### config.mk
export PLATFORM = sky130hd
export DESIGN_NAME = hbm_read_scheduler
export DESIGN_NICKNAME = d
export VERILOG_FILES = /design/src/rtl/hbm_sched_pkg.sv /design/src/rtl/hbm_sched_engine_slot.sv /design/src/rtl/hbm_read_scheduler.sv
export SDC_FILE = /design/constraint.sdc
export NUM_CORES = 1
export LEC_CHECK = 0
export BUFFER_PORTS_ARGS = -buffer_cell sky130_fd_sc_hd__buf_2
export CORE_MARGIN = 5
export CORE_UTILIZATION = 45
export DETAILED_ROUTE_END_ITERATION = 8
export MAX_ROUTING_LAYER = met4
export PLACE_DENSITY = 0.68
export SETUP_SLACK_MARGIN = 0.05
export SYNTH_ARGS = -nofsm -noshare
export SYNTH_HDL_FRONTEND = slang
export SYNTH_SLANG_ARGS = --single-unit
### constraint.sdc
create_clock -name clk -period 3.6 [get_ports clk]
set_clock_uncertainty 0.1 [all_clocks]
set_input_delay 0.36 -clock clk [delete_from_list [all_inputs] [get_ports clk]]
set_output_delay 0.36 -clock clk [all_outputs]
set_load 0.05 [all_outputs]
### src/rtl/hbm_sched_pkg.sv
// hbm_sched_pkg: shared constants for the HBM read scheduler.
//   - dispatcher FSM state encoding
//   - default config setup latency
//   - descriptor field widths that are fixed (burst size, perf counter)
package hbm_sched_pkg;

  // Dispatcher FSM states
  localparam logic [1:0] ST_IDLE  = 2'd0;
  localparam logic [1:0] ST_SETUP = 2'd1;
  localparam logic [1:0] ST_START = 2'd2;

  // Engines register config twice before using it, so config must be
  // stable this many cycles before the start pulse.
  localparam int SETUP_CYCLES_DEF = 2;

  // Descriptor burst-size field width (bytes)
  localparam int BURST_W = 16;

  // Per-engine performance counter width
  localparam int PERF_W = 32;

endpackage

### src/rtl/hbm_sched_engine_slot.sv
// hbm_sched_engine_slot: per-engine state for the HBM read scheduler.
// Holds the engine's configuration from latch until completion, tracks
// busy, counts returned RLAST beats and flags completion combinationally.
//
// Optional macro HBM_SCHED_PERF_EN adds a busy-cycle counter per engine.
//
// Ports:
//   clk, rst_n        clock, async active-low reset
//   latch             capture cfg_* and claim the engine (one cycle)
//   cfg_addr/stride/ops/burst  descriptor fields to capture
//   rlast             RVALID&RLAST seen from this engine
//   start             (perf only) start pulse, clears perf counter
//   perf              (perf only) busy cycles since last start, saturating
//   init_addr/stride/read_ops/burst_size  held config towards the engine
//   busy              engine owns an in-flight descriptor
//   done              final RLAST of the operation this cycle
module hbm_sched_engine_slot
  import hbm_sched_pkg::*;
#(
  parameter int ADDR_WIDTH = 33,
  parameter int OPS_WIDTH  = 32
) (
  input  logic                  clk,
  input  logic                  rst_n,
  input  logic                  latch,
  input  logic [ADDR_WIDTH-1:0] cfg_addr,
  input  logic [OPS_WIDTH-1:0]  cfg_stride,
  input  logic [OPS_WIDTH-1:0]  cfg_ops,
  input  logic [BURST_W-1:0]    cfg_burst,
  input  logic                  rlast,
`ifdef HBM_SCHED_PERF_EN
  input  logic                  start,
  output logic [PERF_W-1:0]     perf,
`endif
  output logic [ADDR_WIDTH-1:0] init_addr,
  output logic [OPS_WIDTH-1:0]  stride,
  output logic [OPS_WIDTH-1:0]  read_ops,
  output logic [BURST_W-1:0]    burst_size,
  output logic                  busy,
  output logic                  done
);

  logic [OPS_WIDTH-1:0] rlast_cnt;
  logic [OPS_WIDTH-1:0] cnt_nxt;

  // Completion includes the beat arriving this cycle so done fires on the
  // final RLAST itself rather than one cycle later.
  assign cnt_nxt = rlast_cnt + OPS_WIDTH'(rlast);
  assign done    = busy && (cnt_nxt == read_ops);

  always_ff @(posedge clk or negedge rst_n) begin
    if (!rst_n) begin
      init_addr  <= '0;
      stride     <= '0;
      read_ops   <= '0;
      burst_size <= '0;
      busy       <= 1'b0;
      rlast_cnt  <= '0;
    end else if (latch) begin
      init_addr  <= cfg_addr;
      stride     <= cfg_stride;
      read_ops   <= cfg_ops;
      burst_size <= cfg_burst;
      busy       <= 1'b1;
      rlast_cnt  <= '0;
    end else if (busy) begin
      // Stray beats on an idle engine are ignored by the busy guard.
      if (rlast) rlast_cnt <= cnt_nxt;
      if (done)  busy      <= 1'b0;
    end
  end

`ifdef HBM_SCHED_PERF_EN
  // Counts every busy cycle after start, including the done cycle, then
  // holds once busy drops until the next start.
  always_ff @(posedge clk or negedge rst_n) begin
    if (!rst_n)                      perf <= '0;
    else if (start)                  perf <= '0;
    else if (busy && (perf != '1))   perf <= perf + 1'b1;
  end
`endif

endmodule

### src/rtl/hbm_read_scheduler.sv
// hbm_read_scheduler: dispatches read descriptors from a valid/ready
// queue onto NUM_ENGINES HBM read engines. An idle engine is chosen
// round-robin, its config is latched and held, setup cycles elapse, a
// single start pulse is issued, and completion is detected by counting
// RLAST beats against the op count.
//
// Optional macro HBM_SCHED_PERF_EN adds perf_cycles (32 bits per engine).
//
// Ports:
//   clk, rst_n            clock, async active-low reset
//   desc_valid/ready      descriptor handshake
//   desc_addr/stride/ops/burst  descriptor fields
//   eng_start             one-cycle start pulse per engine
//   eng_init_addr/stride/read_ops/burst_size  per-engine config, slice i
//   eng_rlast             RVALID&RLAST per engine
//   eng_busy              engine owns an in-flight descriptor
//   done_vec              one-cycle completion pulse per engine
//   all_idle              nothing busy and dispatcher idle
//   perf_cycles           (perf only) per-engine busy cycle counts
module hbm_read_scheduler
  import hbm_sched_pkg::*;
#(
  parameter int NUM_ENGINES  = 4,
  parameter int ADDR_WIDTH   = 33,
  parameter int OPS_WIDTH    = 32,
  parameter int SETUP_CYCLES = SETUP_CYCLES_DEF
) (
  input  logic                              clk,
  input  logic                              rst_n,
  input  logic                              desc_valid,
  output logic                              desc_ready,
  input  logic [ADDR_WIDTH-1:0]             desc_addr,
  input  logic [OPS_WIDTH-1:0]              desc_stride,
  input  logic [OPS_WIDTH-1:0]              desc_ops,
  input  logic [BURST_W-1:0]                desc_burst,
  output logic [NUM_ENGINES-1:0]            eng_start,
  output logic [NUM_ENGINES*ADDR_WIDTH-1:0] eng_init_addr,
  output logic [NUM_ENGINES*OPS_WIDTH-1:0]  eng_stride,
  output logic [NUM_ENGINES*OPS_WIDTH-1:0]  eng_read_ops,
  output logic [NUM_ENGINES*BURST_W-1:0]    eng_burst_size,
  input  logic [NUM_ENGINES-1:0]            eng_rlast,
  output logic [NUM_ENGINES-1:0]            eng_busy,
  output logic [NUM_ENGINES-1:0]            done_vec,
`ifdef HBM_SCHED_PERF_EN
  output logic [NUM_ENGINES*PERF_W-1:0]     perf_cycles,
`endif
  output logic                              all_idle
);

  localparam int IDXW = $clog2(NUM_ENGINES);
  localparam int SCW  = $clog2(SETUP_CYCLES + 1);

  logic [1:0]             state;
  logic [SCW-1:0]         setup_cnt;
  logic [IDXW-1:0]        rr;
  logic [IDXW-1:0]        cur;
  logic [IDXW-1:0]        pick;
  logic                   any_free;
  logic                   armed;
  logic                   hs;
  logic                   ops_nz;
  logic [NUM_ENGINES-1:0] latch;
  logic [NUM_ENGINES-1:0] slot_done;
  logic [NUM_ENGINES-1:0] zero_done;
  int                     scan_idx;

  // Round-robin picker: first non-busy engine at or after rr, wrapping.
  always_comb begin
    pick     = '0;
    any_free = 1'b0;
    scan_idx = 0;
    for (int k = 0; k < NUM_ENGINES; k++) begin
      scan_idx = int'(rr) + k;
      if (scan_idx >= NUM_ENGINES) scan_idx = scan_idx - NUM_ENGINES;
      if (!any_free && !eng_busy[IDXW'(scan_idx)]) begin
        pick     = IDXW'(scan_idx);
        any_free = 1'b1;
      end
    end
  end

  // armed keeps desc_ready low while in reset and for the first edge out.
  assign desc_ready = armed && (state == ST_IDLE) && any_free;
  assign hs         = desc_valid && desc_ready;
  assign ops_nz     = (desc_ops != '0);
  assign done_vec   = slot_done | zero_done;
  assign all_idle   = (state == ST_IDLE) && (eng_busy == '0) && !hs;

  always_ff @(posedge clk or negedge rst_n) begin
    if (!rst_n) begin
      state     <= ST_IDLE;
      setup_cnt <= '0;
      rr        <= '0;
      cur       <= '0;
      armed     <= 1'b0;
      zero_done <= '0;
    end else begin
      armed     <= 1'b1;
      zero_done <= '0;
      case (state)
        ST_IDLE: if (hs) begin
          rr <= (pick == IDXW'(NUM_ENGINES - 1)) ? '0 : pick + 1'b1;
          if (ops_nz) begin
            cur       <= pick;
            setup_cnt <= '0;
            state     <= ST_SETUP;
          end else begin
            // A zero-op engine would never see RLAST; report done directly.
            zero_done <= NUM_ENGINES'(1) << pick;
          end
        end
        ST_SETUP: begin
          setup_cnt <= setup_cnt + 1'b1;
          if (setup_cnt == SCW'(SETUP_CYCLES - 1)) state <= ST_START;
        end
        ST_START: state <= ST_IDLE;
        default:  state <= ST_IDLE;
      endcase
    end
  end

  for (genvar g = 0; g < NUM_ENGINES; g++) begin : g_slot
    assign latch[g]     = hs && ops_nz && (pick == IDXW'(g));
    assign eng_start[g] = (state == ST_START) && (cur == IDXW'(g));

    hbm_sched_engine_slot #(
      .ADDR_WIDTH (ADDR_WIDTH),
      .OPS_WIDTH  (OPS_WIDTH)
    ) u_slot (
      .clk        (clk),
      .rst_n      (rst_n),
      .latch      (latch[g]),
      .cfg_addr   (desc_addr),
      .cfg_stride (desc_stride),
      .cfg_ops    (desc_ops),
      .cfg_burst  (desc_burst),
      .rlast      (eng_rlast[g]),
`ifdef HBM_SCHED_PERF_EN
      .start      (eng_start[g]),
      .perf       (perf_cycles[g*PERF_W +: PERF_W]),
`endif
      .init_addr  (eng_init_addr[g*ADDR_WIDTH +: ADDR_WIDTH]),
      .stride     (eng_stride[g*OPS_WIDTH +: OPS_WIDTH]),
      .read_ops   (eng_read_ops[g*OPS_WIDTH +: OPS_WIDTH]),
      .burst_size (eng_burst_size[g*BURST_W +: BURST_W]),
      .busy       (eng_busy[g]),
      .done       (slot_done[g])
    );
  end

endmodule

==> impl_results.md, run 1 <==
- Cts bufs inserted: 67
- Initial core utilization: 45.5%
- Synth cell types: 83
- Failing checks: setup timing
- First-pass GRT wire length: 163 mm
- Initial antenna violation count: 1
- Fin crit share: 110%
- Largest net degree at the start of global routing: 108
- GR Overflow Total: 0
- Fmax: 252 MHz
- DP Area: 32700 sq um
- Most frequent cell after synthesis: nand2_1
- XOR/XNOR Fraction of Synth Area: 8.60%
- # setup viols final: 3
- Pwr per Cell Area: 1000 nW/um^2
- Final Hold Vio Count: 0
- Synth async-reset ratio: 100%
- Final WS setup: -0.370 ns
- IO Pins: 586
- CORE AREA: 61900 sq um
- Highest metal used: met4
- Synth Instances: 3318
- Final Cell Area: 37200 sq um
- Clock Tree Root: clkbuf_16
- Syn_nets: 3451
- Clock tree buffer depth: 3
- Clock sink count: 597
- Post-Syn Area: 28200 sq um
- Layout Nets: 4211
- Leading area contributor after synthesis: dfrtp_1
- Post-route DRC: 0
- Vias/cell: 5.35
- Sequential fraction of the synthesis area: 53.0%
- Initial detailed-routing violation count: 2203
- WP data arrival: 3.51 ns
- Rows: 91
- H-tree depth: 3
- Crit path launch type: flip-flop
- Met3 wire length: 8.87 mm
- Routed wl met2: 50.2 mm
- Crit. End Element: output port
- Die Wd: 260 um
- Worst-margin pin slew: 0.769 ns
- Via Count: 26600
- Syn avg cell area: 8.50 sq um
- PortBufs: 585
- Layout overhead on the synthesized area: 32.0%
- Largest family of logic cells by synthesized area: simple AND/OR/NAND/NOR gates
- RSZ-0062 raised after global routing: true
- Main area contributors after synthesis: dfrtp_1 53%, nand2_1 20%, xnor2_1 4.8%, xor2_1 3.8%, nor2_1 2.6%
- Number of global-route vias before repair: 26200
- Per-cell routed wire length: 21.6 um
- Portion of netlist area occupied by mux cells: 0.541%
- Number of flops mapped to enable cells by yosys: 0
- Layout cell share with drive strength beyond 1: 24.7%
- Hpwl dp: 75.3 mm
- Peak VDD IR: 768 uV
- GRT Util Overall: 31.9%
- Compound-gate portion of the synthesized area: 4.02%
- CTS tree: built
- Wl on met1: 43.2 mm
- Die height: 260 um
- Final min period: 3.97 ns
- Commonest cells in the netlist: 1487 x nand2_1, 597 x dfrtp_1, 197 x nor2_1, 154 x xnor2_1, 143 x clkbuf_1
- Final Routed Wirelength: 107 mm
- FF+latch count, synth: 597
- Post-synth top flop: dfrtp_1
- Max Cap Viol: 0
- Kind of critical path: reg -> out
- Worst skew pair latency: 0.60 ns
- Adder-Cell Fraction of Synth Area: 0.577%
- Pre-CTS WS: -0.0575 ns
- CP Max Fanout: 5
- Slew headroom: 48.8%
- YS warnings: 0
- GP Congestion: 0.986
- Die area: 67800 sq um
- Yosys top cell area share: 53.0%
- Hold crit path type: in -> reg
- Pre-antenna DRT Iters: 6
- Lkg Pwr: 19.6 nW
- Status: finished with violations
- Pins Over Slew Limit: 0
- Post-synthesis simple-gate area fraction: 30.1%
- Overall Power: 37.3 mW
- Critical Path RT: 3.14 ns
- Routed Antenna Nets: 0
- Worst-path clk slew: 0.06 ns
-- worst max-delay path, stage by stage, from the launching register on --
cell and delay [ns]:
dfrtp_1 0.36, ha_2 0.19, buf_4 0.12, and4_4 0.24, nand4_4 0.12, buf_4 0.17
mux2i_1 0.10, or4_1 0.52, nor4_2 0.27, buf_4 0.17, nand3_4 0.10, buf_6 0.17
o21bai_4 0.10, buf_6 0.14, buf_12 0.13
-- cell families (layout without fill, tap and decap cells) --
logic type / after synthesis / in the layout
buffers and inverters: 216 / 1026
other: 1 / 2
adders and majority gates: 13 / 13
muxes: 15 / 15
xor gates and xnor gates: 277 / 277
AOI/OAI and AO/OA: 174 / 174
DFF: 597 / 597
and+or+nand+nor: 2025 / 2025
-- layout make-up --
cell class | instances | area [sq um]
fill | 5486 | 24700
sequential | 597 | 15000
multi-input combinational | 2505 | 12900
timing repair buffer | 877 | 5770
clock buffer | 96 | 1950
tap | 837 | 1050
clock inverter | 23 | 430
inverter | 30 | 113
antenna | 1 | 2.50
-- state kept, by name, summed over array words and instances (netlist names) --
name and flops:
setup_cnt 2, armed 1, cur 2, g_slot.u_slot.stride 128, rr 2, zero_done 4, state 2, g_slot.u_slot.read_ops 128
g_slot.u_slot.init_addr 132, g_slot.u_slot.rlast_cnt 128, g_slot.u_slot.busy 4, g_slot.u_slot.burst_size 64
-- timing repair --
action,4_1_cts,5_1_grt
hold buffers,99,0
endpoints found under the hold margin,468,0
endpoints found under the setup margin,4,4
buffers inserted,57,8
gates resized for setup,121,33
pin swaps,46,28
-- power breakdown --
part | switching (mW) | internal (mW)
combinational | 14.0 | 4.30
clock | 2.94 | 4.46
sequential | 2.34 | 9.27
total | 19.3 | 18.0
-- cell usage in the layout, fill, tap and decap left out, types with 6 or more instances in the layout --
cell type	count
clkbuf_16	68
nand2b_1	11
mux2i_1	13
o2111ai_1	6
nor4_1	24
buf_6	12
clkbuf_1	14
nor4_4	12
a41oi_1	7
nand4_1	54
nor3_1	26
nand3_1	69
o21ai_0	48
bufinv_16	9
ha_1	6
xnor2_1	152
or4_4	6
nand2_1	1479
and3_1	19
buf_12	26
nor2_1	191
and4_1	6
or3_1	16
buf_4	158
nand3_2	7
a21oi_1	42
and2_1	17
dfrtp_1	570
clkbuf_8	14
inv_1	30
nor2b_1	8
dfrtp_2	27
nor4_2	7
xor2_1	122
and4_4	6
buf_2	580
nor3_2	7
dlygate4sd3_1	99
-- per-layer routing --
metal	vias up	global-route usage (%)
met4	0	12.7
met5	-	-
met3	257	6.82
li1	12100	-
met1	13000	40.8
met2	1206	50.1
-- worst paths after layout --
path / slack (ns) / from / cells past startpoint / end
hold reg to reg: 0.37 / g_slot[2].u_slot.stride[31] / 2 / g_slot[2].u_slot.stride[31]
hold / removal: 0.04 / desc_ops[16] / 3 / g_slot[1].u_slot.read_ops[16]
setup / recovery: -0.37 / g_slot[2].u_slot.rlast_cnt[0] / 14 / done_vec[2]
min in group asynchronous: 0.20 / rst_n / 2 / g_slot[2].u_slot.rlast_cnt[3]
setup reg to reg: 0.51 / g_slot[1].u_slot.busy / 8 / g_slot[0].u_slot.init_addr[19]
max in group asynchronous: 2.18 / rst_n / 4 / g_slot[3].u_slot.rlast_cnt[16]
-- stage by stage --
stage / hold slack (ns) / utilization [%] / TNS, ns / std cells
global placement: 0.231 / 52.9 / -0.0832 / 4683
CTS: 0.00420 / 59.8 / -0.590 / 4958
detailed placement: 0.233 / 52.9 / -0.0575 / 4683
floorplan: -0.0356 / - / 0 / 3318
finish: 0.0375 / 60.1 / -0.582 / 4966
global route: 0.0280 / 60.1 / -1.16 / 4966
(Power assumes the default switching activity.)
==> run 2, diff against run 1 <==
- PLACE_DENSITY: 0.68 -> 0.67
- SYNTH_HIERARCHICAL: unset -> 1
==> run 2 against run 1 <==
The run still ends with setup timing left. Total power up 4.9%. Flip-flop and latch count unchanged. Critical path depth down 4. Register-to-register slack worse by 0.64 ns. Wire length up 1.8%. Utilization up 0.15 points. Final cell count down 12%. Sequential power about the same.
==> impl_results.md, run 2 <==
- Pins Over Slew Limit: 0
- Worst hold slack: 0.0484 ns
- Biggest register: g_slot.u_slot/init_addr
- PortBufs: 585
- Yosys top cell area share: 51.0%
- YS warnings: 6
- Overall Power: 39.1 mW
- CP max-delay cell: or4b_1
- R2r endpoint: g_slot[3].u_slot/busy
- Main area contributors after synthesis: dfrtp_1 51%, mux2_2 18%, xor2_1 4.1%, xnor2_1 3.2%, nor2_1 2.5%
- H-tree depth: 3
- Post-Syn Area: 29300 sq um
- Initial core utilization: 45.4%
- Per-cell routed wire length: 25.0 um
- Clock Tree Root: clkbuf_16
- Net Sw Frac: 50.5%
- Hold path cells: 3
- Final Hold Vio Count: 0
- Post-synthesis simple-gate area fraction: 15.1%
- Most frequent cell after synthesis: dfrtp_1
- Layout overhead on the synthesized area: 32.6%
- Initial detailed-routing violation count: 1894
- Most frequent cells in the layout: 588 x dfrtp_1, 580 x buf_2, 456 x mux2_2
- Compound-gate portion of the synthesized area: 5.48%
- Final WS setup: -0.488 ns
- Critical Path RT: 3.14 ns
- Vias/cell: 5.68
- Synth Instances: 2554
- Pwr per Cell Area: 1010 nW/um^2
- Hold crit path type: in -> reg
- Final Routed Wirelength: 109 mm
- Pre-antenna DRT Iters: 5
- Rows: 93
- Adder-Cell Fraction of Synth Area: 0.555%
- Commonest cells in the netlist: 597 x dfrtp_1, 457 x mux2_2, 193 x nor2_1, 140 x nand2_1, 136 x xor2_1
- Sequential fraction of the synthesis area: 51.0%
- Post-route DRC: 0
- Worst-path clk slew: 0.07 ns
- Syn_nets: 2687
- Via Count: 24800
- Largest net degree at the start of global routing: 94
- Peak VDD IR: 969 uV
- FF+latch count, synth: 597
- Critical Path, Cell by Cell: ha_4, nand2_4, or4_4, or3_4, xnor2_4, o2111ai_2, or4b_1, nor4_2, or2_4, buf_12
- GR Overflow Total: 0
- Cell-internal power: 19.4 mW
- Synth async-reset ratio: 100%
- Seq pwr share: 30.2%
- Largest family of logic cells by synthesized area: multiplexers
- Portion of netlist area occupied by mux cells: 18.2%
- NetSw: 19.8 mW
- CP Buf/Inv Count: 1
- Clock tree buffer depth: 3
- Post-synth top flop: dfrtp_1
- Delay-heaviest family, CP: simple AND/OR/NAND/NOR gates
- Hold_sp: desc_ops[18]
- Clock sink count: 597
- GP Congestion: 0.981
- Leading area contributor after synthesis: dfrtp_1
- DP Area: 34900 sq um
- Commonest non-fill, non-tap cell in the layout: dfrtp_1
- Max Cap Viol: 0
- Final Non-Filler Cells: 4367
- Synth cell types: 65
- Lkg Pwr: 17.8 nW
- CP max stage delay: 0.55 ns
- Slew headroom: 30.2%
- GRT Util Overall: 30.9%
- Kind of critical path: reg -> out
- Crit. End Element: output port
- Final Util: 60.3%
- Fin crit share: 114%
- Logic pwr share: 51.9%
- CORE AREA: 64500 sq um
- Final min period: 4.09 ns
- Worst skew pair latency: 0.62 ns
- Worst reg-to-reg path cell count: 20
- # setup viols final: 5
- Hold Path End: g_slot[0].u_slot/read_ops[18]
- WP data arrival: 3.63 ns
- R2R Path Start: g_slot[3].u_slot/rlast_cnt[0]
- Die Wd: 265 um
- Number of global-route vias before repair: 25600
- Die area: 70300 sq um
- XOR/XNOR Fraction of Synth Area: 7.74%
- CP Max Fanout: 2
- Die height: 265 um
- Status: finished with violations
- Post-Place Cells: 4107
- IO Pins: 586
- RSZ-0062 raised after global routing: true
- R2R Setup Slk: -0.13 ns
- Failing checks: setup timing
- Cts bufs inserted: 68
- Initial antenna violation count: 12
- Fmax: 245 MHz
- Fillers: 5318
- Worst-margin pin slew: 1.05 ns
- Routed Antenna Nets: 0
- First-pass GRT wire length: 164 mm
- Crit path launch type: flip-flop
- Number of flops mapped to enable cells by yosys: 0
- CTS tree: built
- Syn avg cell area: 11.5 sq um
- Final Cell Area: 38800 sq um
- Clk pwr share: 17.9%
- Hpwl dp: 81.6 mm
- Max reg flops: 132
- Layout cell share with drive strength beyond 1: 45.1%
- Layout Nets: 3587
## run 2: cell families (layout without fill, tap and decap cells)
| kind of cell | after synthesis | in the layout |
|---|---|---|
| compound gates | 238 | 238 |
| flops | 597 | 597 |
| xor+xnor | 252 | 252 |
| buf+inv | 147 | 1098 |
| simple gates | 831 | 832 |
| mux | 475 | 475 |
| fa+ha+maj | 13 | 13 |
| other cells | 1 | 7 |
## run 2: metal layers
layer	global-route usage, %	vias up	wire length [um]
met5	-	-	0
met4	10.4	0	4240
met3	7.04	205	8860
met2	49.2	989	51700
met1	39.5	12500	44400
li1	-	11000	-
## run 2: worst min-delay path: cells and delay by family
| family | cells | cell delay, ns |
|---|---|---|
| compound gates | 1 | 0.07 |
| buf+inv | 1 | 0.19 |
| simple gates | 1 | 0.09 |
## run 2: worst max path at each step
stage / from / slack (ns) / end / depth (start not counted)
floorplan: eng_rlast[0] / 0.13 / done_vec[0] / 10
detailed placement: eng_rlast[2] / -0.23 / done_vec[2] / 12
global route: g_slot[3].u_slot/rlast_cnt[0] / -0.59 / done_vec[3] / 10
CTS: g_slot[2].u_slot/rlast_cnt[3] / -0.55 / done_vec[2] / 10
global placement: eng_rlast[2] / -0.23 / done_vec[2] / 12
finish: g_slot[3].u_slot/rlast_cnt[0] / -0.49 / done_vec[3] / 10
## run 2: final cells by class
type / instances / area, sq um / area share, %
clock buffers: 88 / 1880 / 4.84
flip-flops and latches: 597 / 15000 / 38.5
well taps: 855 / 1070 / 2.75
clock inverters: 34 / 374 / 0.963
inverters: 18 / 67.6 / 0.174
multi-input cells: 1811 / 14300 / 36.8
diodes: 6 / 15.0 / 0.0387
repair buffers: 958 / 6190 / 15.9
## run 2: timing repair
item | CTS | global route
hold buffers | 83 | 0
pin swaps | 33 | 39
hold endpoints to repair | 398 | 0
resized for setup | 31 | 85
cloned | 0 | 1
setup buffers | 29 | 20
setup endpoints to repair | 4 | 41
## run 2: metrics by stage
| step | TNS, ns | setup WS (ns) |
|---|---|---|
| after floorplan | 0 | 0.125 |
| after global placement | -0.361 | -0.232 |
| after detailed placement | -0.333 | -0.225 |
| after CTS | -1.86 | -0.553 |
| after global routing | -2.22 | -0.586 |
| final | -1.71 | -0.488 |
## run 2: power by group through the flow
stage	Combinational, mW	Sequential [mW]	Clock (mW)
after detailed placement	19.8	11.8	0
after floorplan	5.33	20.0	0
after CTS	20.0	11.8	7.14
after global placement	19.6	11.6	0
after global routing	21.2	12.1	7.40
final	20.3	11.8	6.99
